**src/rtl/clkdiv_bank.sv**
```systemverilog
// Bank of independent mod-N clock dividers. Each channel's period and high time are set at runtime
// through a shadowed valid/ready config port and take effect at the period wrap.
module clkdiv_bank #(
    parameter  int CHANNELS    = 4,
    parameter  int WIDTH       = 16,
    parameter  int DEFAULT_DIV = 10,
    localparam int CW          = (CHANNELS > 1) ? $clog2(CHANNELS) : 1
) (
    input  logic                clk,
    input  logic                rst_n,
    input  logic [CHANNELS-1:0] enable,
    input  logic                sync,
    input  logic                cfg_valid,
    output logic                cfg_ready,
    input  logic [CW-1:0]       cfg_chan,
    input  logic [WIDTH-1:0]    cfg_period,
    input  logic [WIDTH-1:0]    cfg_high,
    output logic [CHANNELS-1:0] clk_out,
    output logic [CHANNELS-1:0] tick,
    output logic [CHANNELS-1:0] pending
);

    localparam logic [WIDTH-1:0] DEF_PER  = WIDTH'(DEFAULT_DIV);
    localparam logic [WIDTH-1:0] DEF_HIGH = WIDTH'(DEFAULT_DIV / 2);
    localparam logic [WIDTH-1:0] ONE      = WIDTH'(1);
    localparam logic [WIDTH-1:0] TWO      = WIDTH'(2);

    // A channel number outside the bank never matches, so ready stays high and the write is lost.
    always_comb begin
        cfg_ready = 1'b1;
        for (int i = 0; i < CHANNELS; i++) begin
            if (cfg_chan == CW'(i)) begin
                cfg_ready = !pending[i];
            end
        end
    end

    for (genvar i = 0; i < CHANNELS; i++) begin : g_ch
        logic [WIDTH-1:0] cnt_q;
        logic [WIDTH-1:0] cnt_d;
        logic [WIDTH-1:0] per_q;
        logic [WIDTH-1:0] high_q;
        logic [WIDTH-1:0] shPer_q;
        logic [WIDTH-1:0] shHigh_q;
        logic [WIDTH-1:0] effPer;
        logic             pend_q;
        logic             clk_q;
        logic             tick_q;
        logic             accept;
        logic             wrap;
        logic             apply;

        always_comb begin
            effPer = (per_q < TWO) ? TWO : per_q;
            wrap   = enable[i] && (cnt_q >= effPer - ONE);
            apply  = sync || !enable[i] || wrap;
            accept = cfg_valid && (cfg_chan == CW'(i)) && !pend_q;
            cnt_d  = apply ? '0 : cnt_q + ONE;
        end

        // An accept coinciding with an apply copies the old shadow and leaves the new one pending.
        always_ff @(posedge clk) begin
            if (!rst_n) begin
                cnt_q    <= '0;
                per_q    <= DEF_PER;
                high_q   <= DEF_HIGH;
                shPer_q  <= DEF_PER;
                shHigh_q <= DEF_HIGH;
                pend_q   <= 1'b0;
                clk_q    <= 1'b0;
                tick_q   <= 1'b0;
            end else begin
                cnt_q  <= cnt_d;
                clk_q  <= enable[i] && (cnt_q < high_q);
                tick_q <= enable[i] && (cnt_q == '0);
                if (apply) begin
                    per_q  <= shPer_q;
                    high_q <= shHigh_q;
                end
                if (accept) begin
                    shPer_q  <= cfg_period;
                    shHigh_q <= cfg_high;
                    pend_q   <= 1'b1;
                end else if (apply) begin
                    pend_q <= 1'b0;
                end
            end
        end

        assign clk_out[i] = clk_q;
        assign tick[i]    = tick_q;
        assign pending[i] = pend_q;
    end

endmodule

```
**config.mk**
```make
export PLATFORM = sky130hd
export DESIGN_NAME = clkdiv_bank
export DESIGN_NICKNAME = d
export VERILOG_FILES = /design/src/rtl/clkdiv_bank.sv
export SDC_FILE = /design/constraint.sdc
export NUM_CORES = 1
export LEC_CHECK = 0
export BUFFER_PORTS_ARGS = -buffer_cell sky130_fd_sc_hd__buf_2
export CORE_UTILIZATION = 50
export DETAILED_ROUTE_END_ITERATION = 8
export PLACE_DENSITY = 0.69
export SLEW_MARGIN = 40
export SYNTH_ARGS = -nofsm -noshare
export SYNTH_HDL_FRONTEND = slang
export SYNTH_SLANG_ARGS = --single-unit
```
**constraint.sdc**
```tcl
create_clock -name clk -period 7.9 [get_ports clk]
set_clock_uncertainty 0.05 [all_clocks]
set_input_delay 1.58 -clock clk [delete_from_list [all_inputs] [get_ports clk]]
set_output_delay 1.58 -clock clk [all_outputs]
set_load 0.05 [all_outputs]
```
==> impl_metrics.toml <==
[clock_tree]
post_cts_buffers = 0
cts-root-buf = "clkbuf_16"
tritoncts = "done"
clk_path_buf_depth = 3
clk_pin_slew_ns = 0.06
cts_resized = 0
worstSkewPairLatency_ns = 0.53
cts_sinks = 332
cts_buffers = 36
h-tree-depth = 2
cts.hold.buffers_added = 0

[final_layout]
postLayoutCellArea_um2 = 18300
fillers = 2972
drive_above_1_share_pct = 6.97
area_growth_pct = 10.5
nNetsFinal = 2189

[floorplan]
die-height_um = 184
die_x_um = 184
ioPinCount = 55
die_area_um2 = 33900
core_um2 = 32600
rows = 66
start_util_pct = 50.9

[yosys]
synth_area_um2 = 16600
synth-xor-area-share_pct = 5.33
ys_ff_latch = 332
yosys.area.top_type = "dfxtp_1"
synthTopCellsByArea = "dfxtp_1, nand2_1, ha_1"
seq_area_frac_synth_pct = 40.0
yosysUniqueCellTypes = 60
muxShareOfSynthArea_pct = 6.88
synth_compound_area_share_pct = 9.60
synth-edff-count = 0
synth-simple-area-share_pct = 23.2
synth_top_family_by_area = "simple AND/OR/NAND/NOR gates"
ys_async_sr_fraction_pct = 0
yosysWarnings = 0
syn_area_per_cell_um2 = 8.24
synth_cells = 2014
syn_nets = 2192
synth_top_area_share_pct = 40.0
ys.flop_type = "dfxtp_1"
synth_fa_ha_area_share_pct = 10.3

[route]
ant_nets = 0
routedWlPerCell_um = 17.0
drc = 0
drt_iter0_drc = 893
vias = 13700
drtPass1Iterations = 5
viasPerCell = 5.54
routed_wl_mm = 42.2

[critical_path]
cp.required_ns = 8.29
r2r_setup_slack_ns = 2.85
arrival_ns = 5.44
crit_path_max_incr_delay_ns = 0.64
crit_slowest_cell = "and3_4"
regToRegEndpoint = "g_ch[3].high_q[10]$_SDFFE_PN0P_"
cp-end-kind = "register"
cp-start-kind = "register"
startpoint = "g_ch[3].per_q[11]$_SDFFE_PN0P_"
worst-r2r-cell-count = 14
critical_path_class = "reg -> reg"
path_cells = "or4_1, or4_1, o31ai_1, ha_1, nand2_1, or4_1, nor4_1, xnor2_1, ha_1, nand4_1, nor2_1, o21bai_1, and3_4, mux2i_1"
reg2reg_from = "g_ch[3].per_q[11]$_SDFFE_PN0P_"
crit_path_max_fanout = 33
cpMostUsedCell = "or4_1"

[sta]
drv_slew = 0
relSlewSlack_pct = 53.1
min_period_ns = 5.05
hold_viol = 0
holdWs_ns = 0.392
max_freq_ghz = 0.198
setup_viol = 0
period_share_pct = 63.9
tightestPinTransition_ns = 0.701
rsz0062_at_grt = "false"
fin_tns_setup_ns = 0

[hold_path]
whs_path_depth = 2
min_to = "g_ch[3].high_q[9]$_SDFFE_PN0P_"
hp-start = "g_ch[3].shHigh_q[9]$_SDFFE_PN0P_"
min_path_type = "reg -> reg"

[placed_design]
hpwlAfterDp_mm = 28.8
place_area_um2 = 17100
place.gp.congestion = 0.906
io_buffers = 54

[power_and_ir_drop]
power_density_nw_per_um2 = 204
power_mw = 3.75
power.leakage_nw = 6.99
ir_worst_vdd_mv = 0.209

[grt]
gr-total-overflow = 0
grt_pass1_wl_mm = 66.3
grt_max_degree = 191
antenna_found_initial = 0
grtUsageTotal_pct = 24.8
grt_pass1_vias = 12800

[run]
max_cap_violations = 0

[outcome]
status = "completed"
[logic make-up (layout without fill, tap and decap cells)]
kind of cell	Yosys count	count (layout)
and+or+nand+nor	872	872
DFF	332	332
AOI/OAI and AO/OA	268	268
buffers and inverters	191	213
adders and majority gates	136	136
muxes	114	114
xor gates and xnor gates	101	101
other	0	1
[cell type report]
class / instances / area [um2] / area share, %
clock inverters: 13 / 133 / 0.723
repair buffers: 62 / 383 / 2.09
inverters: 88 / 332 / 1.81
flip-flops and latches: 332 / 6650 / 36.2
clock buffers: 50 / 1070 / 5.86
diodes: 1 / 2.50 / 0.0136
multi-input cells: 1491 / 9210 / 50.2
well taps: 442 / 553 / 3.02
[power by group]
part           internal, mW  leakage [nW]  switching, mW
Clock                  1.02         0.594          0.690
Combinational        0.0977          3.70          0.195
Sequential             1.72          2.69         0.0301
[how the worst max path moves through the flow]
stage	to
2_1_floorplan	cfg_ready
3_3_place_gp	g_ch[3].high_q[8]$_SDFFE_PN0P_
3_5_place_dp	g_ch[3].high_q[10]$_SDFFE_PN0P_
4_1_cts	g_ch[3].high_q[10]$_SDFFE_PN0P_
5_1_grt	g_ch[3].cnt_q[4]$_SDFF_PP0_
6_report	g_ch[3].high_q[10]$_SDFFE_PN0P_
[through the flow]
step	utilization [%]	std cells	setup WS (ns)
after detailed placement	52.4	2414	2.91
after global placement	52.3	2413	2.80
final	56.2	2479	2.85
after floorplan	-	2014	3.29
after global routing	56.2	2478	2.38
after CTS	56.1	2477	2.89
[Yosys cell counts, drive strengths merged, types with 3 or more instances]
library cell and n:
a211oi 9, a21boi 5, a21o 7, a21oi 150, and3 21, and4 6, buf 26, clkbuf 77
dfxtp 332, ha 136, inv 88, mux2i 113, nand2 519, nand2b 11, nand3 38, nand4 54
nor2 117, nor2b 6, nor3 40, nor3b 4, nor4 24, nor4b 3, o211ai 30, o21a 5
o21ai 35, o311ai 4, o31ai 4, o41ai 3, or3 9, or4 10, xnor2 53, xor2 48
[state kept, by name, indices dropped and copies added (netlist names)]
name / cells
g_ch.clk_q: 4
g_ch.shPer_q: 64
g_ch.high_q: 64
g_ch.cnt_q: 64
g_ch.pend_q: 4
g_ch.tick_q: 4
g_ch.per_q: 64
g_ch.shHigh_q: 64
[worst max-delay path, delay by kind of cell (launching register included)]
family	cells	cell delay [ns]
simple gates	8	2.86
fa+ha+maj	2	0.53
compound gates	2	0.72
xor+xnor	1	0.17
flops	1	0.35
mux	1	0.26
[metal layers]
layer  share of wire (%)  vias to the layer above  global-route usage [%]  routed length, um
li1                    -                     6847                       -                  -
met1                  45                     6481                    32.3              19100
met2                  45                      318                    40.5              19200
met3                 5.5                       88                    3.89               2340
met4                 3.8                        0                    10.9               1620
met5                   0                        -                       0                  0
[cells in the final DEF, fill, tap and decap left out, drive strengths merged, types with 3 or more instances in the layout]
master,n
ha,136
clkbuf,51
dfxtp,332
xor2,48
or3,9
nand2b,11
a21boi,5
o21ai,35
clkinvlp,3
clkinv,8
and3,21
a21o,7
o311ai,4
inv,88
nand4,54
nor2,117
a211oi,9
or4,10
o211ai,30
nor4,24
nor3,40
nand3,38
and4,6
nor2b,6
nor3b,4
nor4b,3
mux2i,113
o21a,5
a21oi,150
nand2,519
buf,61
xnor2,53
o31ai,4
o41ai,3
(Power assumes the default switching activity.)
